### src/rtl/cnn_div_pkg.sv
`default_nettype none
// ============================================================================
// Module      : cnn_div_pkg
// Description : Shared widths, FSM state type and quotient saturation helper
//               for the sequential signed divider.
// Revision    : 1.0 - initial release
// ============================================================================
package cnn_div_pkg;

    localparam int DIVIDEND_W = 24;
    localparam int DIVISOR_W  = 14;
    localparam int QUOT_W     = 10;
    localparam int PREM_W     = DIVISOR_W + 1;
    localparam int CNT_W      = $clog2(DIVIDEND_W);

    localparam logic signed [QUOT_W-1:0] QMAX = {1'b0, {(QUOT_W-1){1'b1}}};
    localparam logic signed [QUOT_W-1:0] QMIN = {1'b1, {(QUOT_W-1){1'b0}}};

    typedef enum logic [1:0] {
        IDLE = 2'd0,
        CALC = 2'd1,
        FIX  = 2'd2,
        DONE = 2'd3
    } div_state_t;

    typedef struct packed {
        logic signed [QUOT_W-1:0] q;
        logic                     sat;
    } qsat_t;

    // Clip the full-width signed quotient into the output range.
    function automatic qsat_t saturate_q(input logic signed [DIVIDEND_W:0] v);
        qsat_t res;
        if (v > (DIVIDEND_W+1)'(QMAX)) begin
            res.q   = QMAX;
            res.sat = 1'b1;
        end else if (v < (DIVIDEND_W+1)'(QMIN)) begin
            res.q   = QMIN;
            res.sat = 1'b1;
        end else begin
            res.q   = v[QUOT_W-1:0];
            res.sat = 1'b0;
        end
        return res;
    endfunction

endpackage
`default_nettype wire

### src/rtl/cnn_sdiv_step.sv
`default_nettype none
// ============================================================================
// Module      : cnn_sdiv_step
// Description : One combinational restoring-division step on magnitudes.
// Revision    : 1.0 - initial release
// ============================================================================
module cnn_sdiv_step
    import cnn_div_pkg::*;
(
    input  logic [PREM_W-1:0]    prem,
    input  logic                 next_bit,
    input  logic [DIVISOR_W-1:0] dmag,
    output logic [PREM_W-1:0]    prem_next,
    output logic                 q_bit
);

    logic [PREM_W:0] w_shift;
    logic [PREM_W:0] w_diff;

    // The shifted remainder stays below 2^PREM_W, so the top bit of the
    // one-bit-wider difference is exactly the borrow of the trial subtract.
    assign w_shift   = {prem, next_bit};
    assign w_diff    = w_shift - {2'b00, dmag};
    assign q_bit     = ~w_diff[PREM_W];
    assign prem_next = q_bit ? w_diff[PREM_W-1:0] : w_shift[PREM_W-1:0];

endmodule
`default_nettype wire

### src/rtl/cnn_sdiv_24s_14s_10s_seq.sv
`default_nettype none
// ============================================================================
// Module      : cnn_sdiv_24s_14s_10s_seq
// Description : Sequential signed restoring divider, 24s / 14s -> saturated
//               10s quotient and 14s remainder, one quotient bit per clock.
// Revision    : 1.0 - initial release
// ============================================================================
module cnn_sdiv_24s_14s_10s_seq
    import cnn_div_pkg::*;
(
    input  logic                  ap_clk,
    input  logic                  ap_rst_n,
    input  logic                  in_valid,
    output logic                  in_ready,
    input  logic [DIVIDEND_W-1:0] dividend,
    input  logic [DIVISOR_W-1:0]  divisor,
    output logic                  out_valid,
    input  logic                  out_ready,
    output logic [QUOT_W-1:0]     quotient,
    output logic [DIVISOR_W-1:0]  remainder,
    output logic                  sat,
    output logic                  div_zero
);

    div_state_t r_state;
    div_state_t w_state_next;

    logic [DIVIDEND_W-1:0] r_dvd;
    logic [DIVIDEND_W-1:0] r_mq;
    logic [DIVISOR_W-1:0]  r_dmag;
    logic [PREM_W-1:0]     r_pr;
    logic [CNT_W-1:0]      r_cnt;
    logic                  r_sign_a;
    logic                  r_sign_b;
    logic                  r_dz;

    logic [QUOT_W-1:0]     r_quot;
    logic [DIVISOR_W-1:0]  r_rem;
    logic                  r_sat;
    logic                  r_div_zero;

    logic [DIVIDEND_W-1:0] w_dvd_mag;
    logic [DIVISOR_W-1:0]  w_dsr_mag;
    logic [PREM_W-1:0]     w_pr_next;
    logic                  w_qbit;

    logic signed [DIVIDEND_W:0]  w_mag_q;
    logic signed [DIVIDEND_W:0]  w_q_full;
    logic signed [DIVISOR_W-1:0] w_mag_r;
    logic signed [DIVISOR_W-1:0] w_rem_s;
    qsat_t                       w_qs;

    // Two's-complement negate of the most negative dividend yields 2^23,
    // which is exact when read back as unsigned.
    assign w_dvd_mag = dividend[DIVIDEND_W-1] ? -dividend : dividend;
    assign w_dsr_mag = divisor[DIVISOR_W-1]   ? -divisor  : divisor;

    cnn_sdiv_step u_step (
        .prem      (r_pr),
        .next_bit  (r_dvd[DIVIDEND_W-1]),
        .dmag      (r_dmag),
        .prem_next (w_pr_next),
        .q_bit     (w_qbit)
    );

    assign w_mag_q  = {1'b0, r_mq};
    assign w_q_full = (r_sign_a ^ r_sign_b) ? -w_mag_q : w_mag_q;
    assign w_mag_r  = r_pr[DIVISOR_W-1:0];
    assign w_rem_s  = r_sign_a ? -w_mag_r : w_mag_r;
    assign w_qs     = saturate_q(w_q_full);

    always_ff @(posedge ap_clk or negedge ap_rst_n) begin
        if (!ap_rst_n) begin
            r_state <= IDLE;
        end else begin
            r_state <= w_state_next;
        end
    end

    always_comb begin
        w_state_next = r_state;
        case (r_state)
            IDLE:    if (in_valid)      w_state_next = CALC;
            CALC:    if (r_cnt == '0)   w_state_next = FIX;
            FIX:                        w_state_next = DONE;
            DONE:    if (out_ready)     w_state_next = IDLE;
            default:                    w_state_next = IDLE;
        endcase
    end

    always_comb begin
        in_ready  = (r_state == IDLE);
        out_valid = (r_state == DONE);
    end

    always_ff @(posedge ap_clk or negedge ap_rst_n) begin
        if (!ap_rst_n) begin
            r_dvd      <= '0;
            r_mq       <= '0;
            r_dmag     <= '0;
            r_pr       <= '0;
            r_cnt      <= '0;
            r_sign_a   <= 1'b0;
            r_sign_b   <= 1'b0;
            r_dz       <= 1'b0;
            r_quot     <= '0;
            r_rem      <= '0;
            r_sat      <= 1'b0;
            r_div_zero <= 1'b0;
        end else begin
            case (r_state)
                IDLE: begin
                    if (in_valid) begin
                        r_dvd    <= w_dvd_mag;
                        r_mq     <= '0;
                        r_dmag   <= w_dsr_mag;
                        r_pr     <= '0;
                        r_cnt    <= CNT_W'(DIVIDEND_W - 1);
                        r_sign_a <= dividend[DIVIDEND_W-1];
                        r_sign_b <= divisor[DIVISOR_W-1];
                        r_dz     <= (divisor == '0);
                    end
                end
                CALC: begin
                    r_pr  <= w_pr_next;
                    r_mq  <= {r_mq[DIVIDEND_W-2:0], w_qbit};
                    r_dvd <= {r_dvd[DIVIDEND_W-2:0], 1'b0};
                    if (r_cnt != '0) begin
                        r_cnt <= r_cnt - CNT_W'(1);
                    end
                end
                FIX: begin
                    // A zero divisor still walks the full CALC sequence so
                    // latency is constant; its datapath result is discarded.
                    if (r_dz) begin
                        r_quot     <= r_sign_a ? QMIN : QMAX;
                        r_rem      <= '0;
                        r_sat      <= 1'b1;
                        r_div_zero <= 1'b1;
                    end else begin
                        r_quot     <= w_qs.q;
                        r_rem      <= w_rem_s;
                        r_sat      <= w_qs.sat;
                        r_div_zero <= 1'b0;
                    end
                end
                default: ;
            endcase
        end
    end

    assign quotient  = r_quot;
    assign remainder = r_rem;
    assign sat       = r_sat;
    assign div_zero  = r_div_zero;

endmodule
`default_nettype wire

### config.mk
export PLATFORM = sky130hd
export DESIGN_NAME = cnn_sdiv_24s_14s_10s_seq
export DESIGN_NICKNAME = d
export VERILOG_FILES = /design/src/rtl/cnn_div_pkg.sv /design/src/rtl/cnn_sdiv_step.sv /design/src/rtl/cnn_sdiv_24s_14s_10s_seq.sv
export SDC_FILE = /design/constraint.sdc
export NUM_CORES = 1
export LEC_CHECK = 0
export BUFFER_PORTS_ARGS = -buffer_cell sky130_fd_sc_hd__buf_2
export CAP_MARGIN = 10
export CORE_MARGIN = 1.5
export CORE_UTILIZATION = 54
export CTS_CLUSTER_DIAMETER = 50
export DETAILED_ROUTE_END_ITERATION = 12
export GPL_TIMING_DRIVEN = 0
export PLACE_DENSITY = 0.74
export SYNTH_ARGS = -nofsm -noshare
export SYNTH_HDL_FRONTEND = slang
export SYNTH_SLANG_ARGS = --single-unit
### constraint.sdc
create_clock -name ap_clk -period 8.9 [get_ports ap_clk]
set_clock_uncertainty 0.05 [all_clocks]
set_input_delay 2.225 -clock ap_clk [delete_from_list [all_inputs] [get_ports ap_clk]]
set_output_delay 2.225 -clock ap_clk [all_outputs]
set_load 0.05 [all_outputs]
==> metrics.txt, run 1 <==
# TYPE chip_impl_metric gauge
chip_impl_metric{name="floorplan.die.width",unit="microns"} 120
chip_impl_metric{name="combinationalPowerShare",unit=""} 0.551
chip_impl_metric{name="drv_cap",unit=""} 0
chip_impl_metric{name="clk_path_buf_depth",unit=""} 2
chip_impl_info{name="critPathLaunch",value="dividend[4]"} 1
chip_impl_metric{name="placementRows",unit=""} 42
chip_impl_info{name="synth.top_cells.by_count",value="sky130_fd_sc_hd__dfrtp_1 (113), sky130_fd_sc_hd__nand2_1 (98), sky130_fd_sc_hd__o21ai_0 (77), sky130_fd_sc_hd__nor2_1 (62), sky130_fd_sc_hd__inv_1 (55)"} 1
chip_impl_info{name="critPathCaptureType",value="flop"} 1
chip_impl_metric{name="detailroute.via_count",unit=""} 6793
chip_impl_metric{name="timing.final.crit_share",unit=""} 0.465
chip_impl_metric{name="post-dp-hpwl",unit="microns"} 13600
chip_impl_info{name="worst_hold_path_type",value="reg2reg"} 1
chip_impl_metric{name="final-max-slew-violation-count",unit=""} 0
chip_impl_metric{name="post_synth_inst_count",unit=""} 878
chip_impl_metric{name="drtIter0Drc",unit=""} 574
chip_impl_metric{name="core",unit="sq um"} 13300
chip_impl_metric{name="swShare",unit=""} 0.471
chip_impl_info{name="clock-root-buffer",value="sky130_fd_sc_hd__clkbuf_16"} 1
chip_impl_metric{name="worst-endpoint-arrival",unit="ns"} 4.43
chip_impl_metric{name="power.sequential.fraction",unit=""} 0.241
chip_impl_metric{name="yosysWarnings",unit=""} 0
chip_impl_metric{name="number_of_global_route_vias_before_repair",unit=""} 6327
chip_impl_metric{name="cts_repair_resize_count",unit=""} 0
chip_impl_info{name="ys_dominant_reg_cell",value="sky130_fd_sc_hd__dfrtp_1"} 1
chip_impl_metric{name="ir_drop",unit="V"} 0.000211
chip_impl_metric{name="synth_edf_count",unit=""} 0
chip_impl_metric{name="avg_vias_per_cell",unit=""} 5.88
chip_impl_info{name="rsz0062_at_grt",value="no"} 1
chip_impl_metric{name="maximum_number_of_pins_on_one_net_before_global_route_repair",unit=""} 86
chip_impl_info{name="setup.worst_path.end",value="r_dvd[23]"} 1
chip_impl_metric{name="setup_violations",unit=""} 0
chip_impl_metric{name="ios",unit=""} 70
chip_impl_metric{name="tightest_slew",unit="ns"} 0.821
chip_impl_metric{name="routedWlPerCell",unit="microns"} 16.1
chip_impl_metric{name="layout-drive-gt1-share",unit=""} 0.130
chip_impl_metric{name="reg2reg_setup_slack",unit="ns"} 5.34
chip_impl_metric{name="grtUsageTotal",unit=""} 0.271
chip_impl_metric{name="report.power.total",unit="uW"} 3360
chip_impl_metric{name="synth_cell_type_count",unit=""} 68
chip_impl_info{name="synth_largest_area_cell",value="sky130_fd_sc_hd__dfrtp_1"} 1
chip_impl_metric{name="synth_top_area_share",unit=""} 0.381
chip_impl_metric{name="fmax",unit="MHz"} 242
chip_impl_metric{name="floorplan.initialDensity",unit=""} 0.557
chip_impl_metric{name="p_per_area",unit="nW/um^2"} 389
chip_impl_metric{name="fillCellCount",unit=""} 1181
chip_impl_metric{name="postCtsSetupRepairBufs",unit=""} 0
chip_impl_metric{name="relSlewSlack",unit=""} 0.448
chip_impl_metric{name="insertedDiodeCount",unit=""} 0
chip_impl_info{name="post-synth-top-count-cell",value="sky130_fd_sc_hd__dfrtp_1"} 1
chip_impl_metric{name="portBuffers",unit=""} 69
chip_impl_info{name="run_status",value="finished, final reports clean"} 1
chip_impl_metric{name="die_area",unit="sq um"} 14500
chip_impl_metric{name="power_leakage",unit="uW"} 0.00390
chip_impl_metric{name="post-route-min-period",unit="ns"} 4.14
chip_impl_metric{name="residual_antenna_violating_net_count_after_detailed_routing",unit=""} 0
chip_impl_metric{name="power_switching",unit="uW"} 1580
chip_impl_metric{name="worst-r2r-cell-count",unit=""} 9
chip_impl_metric{name="ys_ff_latch",unit=""} 113
chip_impl_metric{name="cts_buffers",unit=""} 17
chip_impl_metric{name="grt_overflow",unit=""} 0
chip_impl_metric{name="finalWeightedCongestion",unit=""} 0.918
chip_impl_metric{name="route.final.wire_length",unit="microns"} 18600
chip_impl_metric{name="route.detailed.drc",unit=""} 0
chip_impl_metric{name="async_reset_ff_frac",unit=""} 1.00
chip_impl_metric{name="die-height",unit="microns"} 120
chip_impl_metric{name="grt_antenna_before_repair",unit=""} 0
chip_impl_metric{name="quantity_of_hold_fixing_buffers_added_after_cts",unit=""} 0
chip_impl_metric{name="cellInternalPower",unit="uW"} 1780
chip_impl_metric{name="clkSlewWorstSetupHoldPaths",unit="ns"} 0.05
chip_impl_info{name="crit_path_start_kind",value="primary input"} 1
chip_impl_metric{name="syn-num-nets",unit=""} 945
chip_impl_info{name="timing.setup.critical_path_class",value="in2reg"} 1
chip_impl_info{name="rr_endpoint",value="sat"} 1
chip_impl_metric{name="grt_pass1_wl",unit="microns"} 31300
chip_impl_metric{name="cts.sink_count",unit=""} 113
chip_impl_metric{name="synth_sequential_area_ratio",unit=""} 0.381
chip_impl_metric{name="post_synth_instance_area",unit="sq um"} 7430
chip_impl_metric{name="final.setup.tns",unit="ns"} 0
chip_impl_metric{name="finish.net_count",unit=""} 1034
chip_impl_metric{name="drt_pass1_iterations",unit=""} 5
chip_impl_info{name="critical_path.reg2reg.startpoint",value="r_sign_a"} 1
chip_impl_metric{name="report.final.hold_viol_count",unit=""} 0
chip_impl_metric{name="max_fanout_on_critical_path",unit=""} 6
chip_impl_metric{name="syn_area_per_cell",unit="sq um"} 8.46
chip_impl_info{name="cts_tree",value="done"} 1
chip_impl_info{name="cell_types_with_the_largest_area_share_after_synthesis",value="sky130_fd_sc_hd__dfrtp_1 (38%), sky130_fd_sc_hd__o21ai_0 (5.2%), sky130_fd_sc_hd__nand2_1 (5.0%)"} 1
chip_impl_metric{name="htreeDepth",unit=""} 4
chip_impl_metric{name="cp.required",unit="ns"} 9.19
chip_impl_metric{name="share_clk_of_total_power",unit=""} 0.209
chip_impl_metric{name="clk_latency",unit="ns"} 0.42
chip_impl_metric{name="synthToLayoutAreaGrowth",unit="%"} 16.3
[per-stage QoR]
stage	cells	hold WS (ns)	worst slack [ns]	instance area [sq um]	util
final	1156	0.427	4.76	8640	0.647
after CTS	1156	0.433	4.79	8640	0.647
after global routing	1156	0.447	4.51	8640	0.647
after detailed placement	1124	0.420	4.36	8030	0.601
after floorplan	878	0.399	4.89	7430	-
after global placement	1123	0.411	4.18	7990	0.599
[layout by cell type (no fill, tap or decap), drive strengths merged, types with 18 or more instances in the layout]
master and n:
ha 24, nand2 98, o21ai 80, nor2 62, a21oi 45, buf 84, dfrtp 113, clkbuf 61
inv 55, nor3 18, xnor2 26, nand3 23, o22ai 27, xor2 40, a22o 19
[power by group through the flow]
stage / combinational, uW / clock [uW] / sequential [uW]
after floorplan: 1250 / 0 / 931
after global placement: 1800 / 0 / 806
after detailed placement: 1830 / 0 / 812
after CTS: 1840 / 707 / 807
after global routing: 2040 / 731 / 829
final: 1850 / 702 / 808
[worst min path at each step]
stage | start | end | depth (start not counted)
final | r_dmag[5] | r_dmag[5] | 2
after global routing | r_dvd[8] | r_dvd[8] | 2
after CTS | r_dmag[5] | r_dmag[5] | 2
after detailed placement | r_dvd[8] | r_dvd[8] | 2
after global placement | r_dvd[13] | r_dvd[13] | 2
after floorplan | r_dmag[13] | r_dmag[13] | 2
[worst max-delay path: stages]
cell	delay, ns
sky130_fd_sc_hd__buf_2	0.12
sky130_fd_sc_hd__nor4_1	0.72
sky130_fd_sc_hd__and4_1	0.41
sky130_fd_sc_hd__nand3_1	0.14
sky130_fd_sc_hd__or4_1	0.46
sky130_fd_sc_hd__nor2_1	0.12
sky130_fd_sc_hd__a211oi_1	0.09
sky130_fd_sc_hd__a21oi_1	0.15
[kinds of logic after synthesis]
kind of cell,after synthesis,synth area share
AOI/OAI and AO/OA,264,0.230
xor gates and xnor gates,66,0.0778
adders and majority gates,25,0.0431
buffers and inverters,111,0.0590
DFF,113,0.381
muxes,15,0.0209
and+or+nand+nor,284,0.188
[final cells by class]
cell class,count,area (sq um),area share
Buffer,56,231,0.0268
Clock buffer,19,453,0.0524
Clock inverter,13,161,0.0187
Inverter,55,206,0.0239
Multi-Input combinational cell,654,4160,0.482
Sequential cell,113,2830,0.327
Tap cell,176,220,0.0255
Timing Repair Buffer,70,379,0.0439
[routing by layer]
metal | GRT usage | routed length (microns) | vias to the layer above
met5 | 0 | 0 | -
met4 | 0.100 | 414 | 0
met3 | 0.0458 | 991 | 32
met2 | 0.413 | 8360 | 221
met1 | 0.391 | 8830 | 3194
li1 | - | - | 3346
[sequential cells by signal (all words and copies together) (netlist names)]
name and cells:
r_dmag 14, r_cnt 5, r_pr 15, r_state 2, r_dz 1, sat 1, quotient 10, r_sign_a 1
div_zero 1, r_mq 24, r_sign_b 1, r_dvd 24, remainder 14
(Power assumes the default switching activity.)
==> run 2, diff against run 1 <==
--- a/config.mk
+++ b/config.mk
@@ -12,7 +12,7 @@
 export CTS_CLUSTER_DIAMETER = 50
 export DETAILED_ROUTE_END_ITERATION = 12
 export GPL_TIMING_DRIVEN = 0
-export PLACE_DENSITY = 0.74
+export PLACE_DENSITY = 0.77
 export SYNTH_ARGS = -nofsm -noshare
 export SYNTH_HDL_FRONTEND = slang
 export SYNTH_SLANG_ARGS = --single-unit
==> constraint.sdc (replaced) <==
create_clock -name ap_clk -period 3.5 [get_ports ap_clk]
set_clock_uncertainty 0.05 [all_clocks]
set_input_delay 0.875 -clock ap_clk [delete_from_list [all_inputs] [get_ports ap_clk]]
set_output_delay 0.875 -clock ap_clk [all_outputs]
set_load 0.05 [all_outputs]
==> run 2 against run 1 <==
Final cell count is essentially flat. Flip-flop and latch count is the same. Die area is the same. Critical path depth grew 3. Final area shrank 0.20%. Non-clock buffer count grew 1. Sequential power grew to 2.5 times the previous value. Setup slack lost 4.6 ns. Wire length shrank 0.37%. Combinational power grew to 2.6 times the previous value.
==> metrics.txt, run 2 (same netlist as run 1, synthesis figures left out) <==
# TYPE chip_impl_metric gauge
chip_impl_metric{name="number_of_global_route_vias_before_repair",unit=""} 6407
chip_impl_metric{name="clkSlewWorstSetupHoldPaths",unit="ns"} 0.06
chip_impl_metric{name="finalWeightedCongestion",unit=""} 0.971
chip_impl_metric{name="maximum_number_of_pins_on_one_net_before_global_route_repair",unit=""} 61
chip_impl_metric{name="routedWlPerCell",unit="microns"} 16.0
chip_impl_metric{name="relSlewSlack",unit=""} 0.444
chip_impl_metric{name="area_taken_by_multi_input_logic_gates",unit="sq um"} 4170
chip_impl_metric{name="power_switching",unit="uW"} 4010
chip_impl_info{name="rsz0062_at_grt",value="no"} 1
chip_impl_metric{name="grt_pass1_wl",unit="microns"} 31300
chip_impl_metric{name="finalCoreUtilization",unit=""} 0.646
chip_impl_metric{name="cellInternalPower",unit="uW"} 4490
chip_impl_metric{name="post-dp-hpwl",unit="microns"} 13300
chip_impl_metric{name="grtUsageTotal",unit=""} 0.273
chip_impl_metric{name="drt_pass1_iterations",unit=""} 7
chip_impl_metric{name="grt_antenna_before_repair",unit=""} 0
chip_impl_metric{name="post-route-min-period",unit="ns"} 3.33
chip_impl_metric{name="tightest_slew",unit="ns"} 0.827
chip_impl_metric{name="die_area",unit="sq um"} 14500
chip_impl_info{name="critical_path.reg2reg.startpoint",value="r_mq[0]"} 1
chip_impl_info{name="run_status",value="finished, final reports clean"} 1
chip_impl_info{name="critPathCaptureType",value="flop"} 1
chip_impl_info{name="timing.hold.worst.start",value="r_dmag[11]"} 1
chip_impl_metric{name="drv_cap",unit=""} 0
chip_impl_info{name="crit_path_start_kind",value="flop"} 1
chip_impl_metric{name="cts.sink_count",unit=""} 113
chip_impl_info{name="clock-root-buffer",value="sky130_fd_sc_hd__clkbuf_16"} 1
chip_impl_metric{name="htreeDepth",unit=""} 4
chip_impl_metric{name="cts_buffers",unit=""} 17
chip_impl_metric{name="avg_vias_per_cell",unit=""} 5.90
chip_impl_metric{name="route.detailed.drc",unit=""} 0
chip_impl_metric{name="clk_latency",unit="ns"} 0.43
chip_impl_metric{name="place.detailed.instances",unit=""} 1124
chip_impl_metric{name="share_clk_of_total_power",unit=""} 0.202
chip_impl_metric{name="report.final.hold_viol_count",unit=""} 0
chip_impl_info{name="leading_cell_type_in_the_layout_fill_and_taps_excluded",value="sky130_fd_sc_hd__dfrtp_1"} 1
chip_impl_metric{name="layout-drive-gt1-share",unit=""} 0.129
chip_impl_metric{name="core",unit="sq um"} 13300
chip_impl_metric{name="sequential_cell_area",unit="sq um"} 2830
chip_impl_metric{name="max_fanout_on_critical_path",unit=""} 9
chip_impl_metric{name="power.sequential.fraction",unit=""} 0.242
chip_impl_metric{name="clk_path_buf_depth",unit=""} 2
chip_impl_info{name="worst_hold_path_type",value="reg2reg"} 1
chip_impl_metric{name="portBuffers",unit=""} 69
chip_impl_metric{name="power_leakage",unit="uW"} 0.00388
chip_impl_metric{name="synthToLayoutAreaGrowth",unit="%"} 16.1
chip_impl_metric{name="drtIter0Drc",unit=""} 568
chip_impl_metric{name="finish.net_count",unit=""} 1035
chip_impl_info{name="critPathLaunch",value="r_mq[0]"} 1
chip_impl_info{name="most_frequent_cells_in_the_layout",value="sky130_fd_sc_hd__dfrtp_1 (113), sky130_fd_sc_hd__nand2_1 (98), sky130_fd_sc_hd__o21ai_0 (77)"} 1
chip_impl_metric{name="grt_overflow",unit=""} 0
chip_impl_metric{name="ios",unit=""} 70
chip_impl_metric{name="route.final.wire_length",unit="microns"} 18500
chip_impl_info{name="layout_top_registers",value="r_dvd x24, r_mq x24, r_pr x15"} 1
chip_impl_metric{name="layoutNonFillerInstCount",unit=""} 1157
chip_impl_metric{name="quantity_of_hold_fixing_buffers_added_after_cts",unit=""} 0
chip_impl_metric{name="residual_antenna_violating_net_count_after_detailed_routing",unit=""} 0
chip_impl_info{name="timing.setup.critical_path_class",value="reg2reg"} 1
chip_impl_metric{name="floorplan.die.width",unit="microns"} 120
chip_impl_metric{name="die-height",unit="microns"} 120
chip_impl_metric{name="p_per_area",unit="nW/um^2"} 985
chip_impl_metric{name="insertedDiodeCount",unit=""} 0
chip_impl_metric{name="fmax",unit="MHz"} 300
chip_impl_metric{name="final-max-slew-violation-count",unit=""} 0
chip_impl_info{name="cts_tree",value="done"} 1
chip_impl_metric{name="final.setup.tns",unit="ns"} 0
chip_impl_metric{name="detailroute.via_count",unit=""} 6829
chip_impl_metric{name="cp.required",unit="ns"} 3.76
chip_impl_metric{name="worst-endpoint-arrival",unit="ns"} 3.59
chip_impl_metric{name="setup_violations",unit=""} 0
chip_impl_metric{name="timing.final.crit_share",unit=""} 0.951
chip_impl_metric{name="fillCellCount",unit=""} 1197
chip_impl_metric{name="placementRows",unit=""} 42
chip_impl_metric{name="combinationalPowerShare",unit=""} 0.556
chip_impl_metric{name="swShare",unit=""} 0.472
chip_impl_metric{name="ir_drop",unit="V"} 0.000505
chip_impl_metric{name="floorplan.initialDensity",unit=""} 0.557
[run 2: cell count changes in the layout (fill, tap and decap cells not counted), sizes merged]
| cell | before | now |
|---|---|---|
| buf | 84 | 85 |
| bufinv | 3 | 2 |
| clkbuf | 61 | 65 |
| clkinv | 9 | 4 |
| clkinvlp | 1 | 3 |
[run 2: worst paths after layout]
path	to	slack, ns	cells past startpoint
setup reg to reg	sat	0.17	11
max in group asynchronous	r_dvd[21]	2.20	2
min in group asynchronous	quotient[9]	0.47	1
hold reg to reg	r_dmag[11]	0.43	2
hold / removal	r_dmag[11]	0.43	2
setup / recovery	sat	0.17	11
[run 2: final cells by class]
class,count,area share
multi-input cells,654,0.484
flip-flops and latches,113,0.328
clock buffers,23,0.0554
repair buffers,71,0.0444
plain buffers,56,0.0270
well taps,176,0.0255
inverters,55,0.0239
clock inverters,9,0.0123
[run 2: through the flow]
stage / hold WS, ns / instance area (sq um) / total power [uW] / setup slack (ns)
finish: 0.429 / 8620 / 8490 / 0.172
detailed placement: 0.422 / 8020 / 6670 / 0.0275
floorplan: 0.399 / 7430 / 5540 / 0.419
global route: 0.461 / 8620 / 9110 / 0.0251
CTS: 0.433 / 8620 / 8430 / 0.0686
global placement: 0.411 / 7990 / 6580 / 0.00159
[run 2: power by group through the flow]
stage	Combinational, uW	Sequential, uW	Clock [uW]
after floorplan	3170	2370	0
after global placement	4530	2050	0
after detailed placement	4610	2060	0
after CTS	4650	2050	1730
after global routing	5200	2110	1800
final	4720	2060	1710
[run 2: repair_timing]
item	in CTS	in global routing
setup buffers	0	1
setup endpoints to repair	1	10
endpoints found under the hold margin	0	0
pin swaps	0	1
resized for setup	1	2
[run 2: worst max-delay path: stages, from the launching register on]
cell and delay, ns:
sky130_fd_sc_hd__dfrtp_1 0.43, sky130_fd_sc_hd__inv_1 0.13, sky130_fd_sc_hd__ha_1 0.17, sky130_fd_sc_hd__nor2b_1 0.12
sky130_fd_sc_hd__clkbuf_2 0.22, sky130_fd_sc_hd__and4_1 0.21, sky130_fd_sc_hd__buf_2 0.20, sky130_fd_sc_hd__mux2i_1 0.21
sky130_fd_sc_hd__o311ai_1 0.13, sky130_fd_sc_hd__or4_4 0.53, sky130_fd_sc_hd__or4_1 0.48, sky130_fd_sc_hd__a221o_1 0.32
[run 2: routing by layer]
| layer | up-vias | part of all wire | GRT usage |
|---|---|---|---|
| met4 | 0 | 0.024 | 0.107 |
| met2 | 246 | 0.47 | 0.425 |
| met1 | 3190 | 0.45 | 0.374 |
| li1 | 3359 | - | - |
| met3 | 34 | 0.060 | 0.0561 |
| met5 | - | 0 | 0 |
==> run 3, diff against run 2 <==
--- a/config.mk
+++ b/config.mk
@@ -7,12 +7,14 @@
 export LEC_CHECK = 0
 export BUFFER_PORTS_ARGS = -buffer_cell sky130_fd_sc_hd__buf_2
 export CAP_MARGIN = 10
+export CELL_PAD_IN_SITES_DETAIL_PLACEMENT = 0
+export CELL_PAD_IN_SITES_GLOBAL_PLACEMENT = 1
 export CORE_MARGIN = 1.5
-export CORE_UTILIZATION = 54
+export CORE_UTILIZATION = 41
 export CTS_CLUSTER_DIAMETER = 50
 export DETAILED_ROUTE_END_ITERATION = 12
 export GPL_TIMING_DRIVEN = 0
-export PLACE_DENSITY = 0.77
+export PLACE_DENSITY_LB_ADDON = 0.1
 export SYNTH_ARGS = -nofsm -noshare
 export SYNTH_HDL_FRONTEND = slang
 export SYNTH_SLANG_ARGS = --single-unit
==> run 3 against run 2 <==
Final cell count increased by 4.6%. Total power grew 0.72%. Largest power group unchanged. Via count fell by 4.2%. Register-to-register slack improved by 0.03 ns. First-iteration DRC count decreased by 25%. Fmax is 0.89% higher. Global-route usage shrank 5.1 points.
==> metrics.txt, run 3 (same netlist as run 1, synthesis figures left out) <==
# TYPE chip_impl_metric gauge
chip_impl_info{name="critical_path.reg2reg.startpoint",value="r_mq[14]"} 1
chip_impl_metric{name="finalWeightedCongestion",unit=""} 0.821
chip_impl_metric{name="placementRows",unit=""} 49
chip_impl_info{name="layout_top_registers",value="r_dvd x24, r_mq x24, r_pr x15"} 1
chip_impl_metric{name="routedWlPerCell",unit="microns"} 16.5
chip_impl_metric{name="number_of_global_route_vias_before_repair",unit=""} 6196
chip_impl_metric{name="ir_drop",unit="V"} 0.000444
chip_impl_metric{name="worst-endpoint-arrival",unit="ns"} 3.55
chip_impl_metric{name="detailroute.via_count",unit=""} 6542
chip_impl_metric{name="reg2reg_setup_slack",unit="ns"} 0.20
chip_impl_metric{name="quantity_of_hold_fixing_buffers_added_after_cts",unit=""} 0
chip_impl_metric{name="timing.final.crit_share",unit=""} 0.942
chip_impl_metric{name="htreeDepth",unit=""} 4
chip_impl_metric{name="residual_antenna_violating_net_count_after_detailed_routing",unit=""} 0
chip_impl_metric{name="final-max-slew-violation-count",unit=""} 0
chip_impl_metric{name="relSlewSlack",unit=""} 0.447
chip_impl_metric{name="route.final.wire_length",unit="microns"} 20000
chip_impl_metric{name="grtUsageTotal",unit=""} 0.221
chip_impl_info{name="most_frequent_cells_in_the_layout",value="sky130_fd_sc_hd__dfrtp_1 (113), sky130_fd_sc_hd__nand2_1 (98), sky130_fd_sc_hd__o21ai_0 (77)"} 1
chip_impl_metric{name="clkSlewWorstSetupHoldPaths",unit="ns"} 0.06
chip_impl_metric{name="insertedDiodeCount",unit=""} 0
chip_impl_metric{name="die-height",unit="microns"} 138
chip_impl_metric{name="avg_vias_per_cell",unit=""} 5.41
chip_impl_metric{name="floorplan.initialDensity",unit=""} 0.416
chip_impl_metric{name="grt_antenna_before_repair",unit=""} 0
chip_impl_metric{name="drt_pass1_iterations",unit=""} 4
chip_impl_metric{name="cp.required",unit="ns"} 3.75
chip_impl_metric{name="worst-r2r-cell-count",unit=""} 8
chip_impl_metric{name="die_area",unit="sq um"} 18900
chip_impl_info{name="rr_endpoint",value="sat"} 1
chip_impl_info{name="clock-root-buffer",value="sky130_fd_sc_hd__clkbuf_16"} 1
chip_impl_metric{name="post-dp-hpwl",unit="microns"} 14700
chip_impl_metric{name="grt_overflow",unit=""} 0
chip_impl_metric{name="max_fanout_on_critical_path",unit=""} 10
chip_impl_info{name="worst_hold_path_type",value="in2async"} 1
chip_impl_metric{name="ios",unit=""} 70
chip_impl_metric{name="core",unit="sq um"} 17800
chip_impl_metric{name="grt_pass1_wl",unit="microns"} 32400
chip_impl_metric{name="cts.sink_count",unit=""} 113
chip_impl_metric{name="maximum_number_of_pins_on_one_net_before_global_route_repair",unit=""} 95
chip_impl_info{name="crit_path_start_kind",value="flop"} 1
chip_impl_info{name="rsz0062_at_grt",value="no"} 1
chip_impl_info{name="cts_tree",value="done"} 1
chip_impl_info{name="leading_cell_type_in_the_layout_fill_and_taps_excluded",value="sky130_fd_sc_hd__dfrtp_1"} 1
chip_impl_metric{name="placed_area",unit="sq um"} 8090
chip_impl_metric{name="cts_buffers",unit=""} 17
chip_impl_metric{name="floorplan.die.width",unit="microns"} 138
chip_impl_metric{name="hold_ws",unit="ns"} 0.256
chip_impl_metric{name="power_leakage",unit="uW"} 0.00390
chip_impl_metric{name="setup_violations",unit=""} 0
chip_impl_metric{name="report.final.hold_viol_count",unit=""} 0
chip_impl_info{name="critPathCaptureType",value="flop"} 1
chip_impl_metric{name="fmax",unit="MHz"} 303
chip_impl_metric{name="portBuffers",unit=""} 69
chip_impl_info{name="timing.setup.critical_path_class",value="reg2reg"} 1
chip_impl_metric{name="synthToLayoutAreaGrowth",unit="%"} 17.2
chip_impl_metric{name="tightest_slew",unit="ns"} 0.822
chip_impl_metric{name="final_area",unit="sq um"} 8710
chip_impl_metric{name="p_per_area",unit="nW/um^2"} 982
chip_impl_metric{name="post-route-min-period",unit="ns"} 3.30
chip_impl_metric{name="clk_latency",unit="ns"} 0.42
chip_impl_metric{name="drtIter0Drc",unit=""} 427
chip_impl_metric{name="route.detailed.drc",unit=""} 0
chip_impl_metric{name="layout-drive-gt1-share",unit=""} 0.133
chip_impl_metric{name="clk_path_buf_depth",unit=""} 2
chip_impl_metric{name="finalCoreUtilization",unit=""} 0.488
chip_impl_info{name="run_status",value="finished, final reports clean"} 1
chip_impl_metric{name="finish.net_count",unit=""} 1035
chip_impl_metric{name="drv_cap",unit=""} 0
==> run 3: metal layers <==
layer  global-route usage  vias to the layer above  wire length, microns
li1                     -                     3348                     -
met5                    0                        -                     0
met3               0.0419                       16                   725
met1                0.329                     3050                 10500
met4               0.0643                        0                   230
met2                0.324                      128                  8580
==> run 3: per-stage QoR <==
| step | setup TNS, ns | total power (uW) | setup WS (ns) | std cells |
|---|---|---|---|---|
| 6_report | 0 | 8550 | 0.201 | 1210 |
| 5_1_grt | 0 | 9240 | 0.00354 | 1210 |
| 4_1_cts | 0 | 8560 | 0.0490 | 1209 |
| 3_5_place_dp | 0 | 6780 | 0.0509 | 1177 |
| 3_3_place_gp | -1.14 | 6770 | -0.0200 | 1176 |
| 2_1_floorplan | 0 | 5540 | 0.419 | 878 |
==> run 3: where the power goes <==
group	internal, uW	total [uW]	switching [uW]
clock	1120	1740	621
sequential	1740	2060	316
combinational	1650	4750	3100
==> run 3: worst max-delay path by stage <==
stage,start,end,slack [ns]
global route,r_mq[0],sat,0.004
finish,r_mq[14],sat,0.20
CTS,r_mq[0],sat,0.05
detailed placement,r_sign_a,sat,0.05
floorplan,r_mq[0],sat,0.42
global placement,ap_rst_n,r_dmag[9],-0.02
==> run 3: area by class of cell <==
type,instances,area [sq um]
fillers,1770,9130
multi-input cells,654,4180
flip-flops and latches,113,2830
clock buffers,23,488
repair buffers,71,387
well taps,229,287
plain buffers,56,234
inverters,55,206
clock inverters,9,105
==> run 3: worst max-delay path: stages (launching register included) <==
cell and delay (ns):
sky130_fd_sc_hd__dfrtp_1 0.36, sky130_fd_sc_hd__clkbuf_1 0.24, sky130_fd_sc_hd__nor4_2 0.64, sky130_fd_sc_hd__nand2_1 0.21, sky130_fd_sc_hd__o22ai_1 0.23, sky130_fd_sc_hd__o22ai_1 0.11, sky130_fd_sc_hd__or4_4 0.51, sky130_fd_sc_hd__or4_1 0.49
sky130_fd_sc_hd__a221o_1 0.34
==> run 3: timing repair <==
action / CTS / global route
pin swaps: 1 / 1
endpoints found under the setup margin: 1 / 6
gates resized for setup: 1 / 5
buffers inserted: 0 / 1
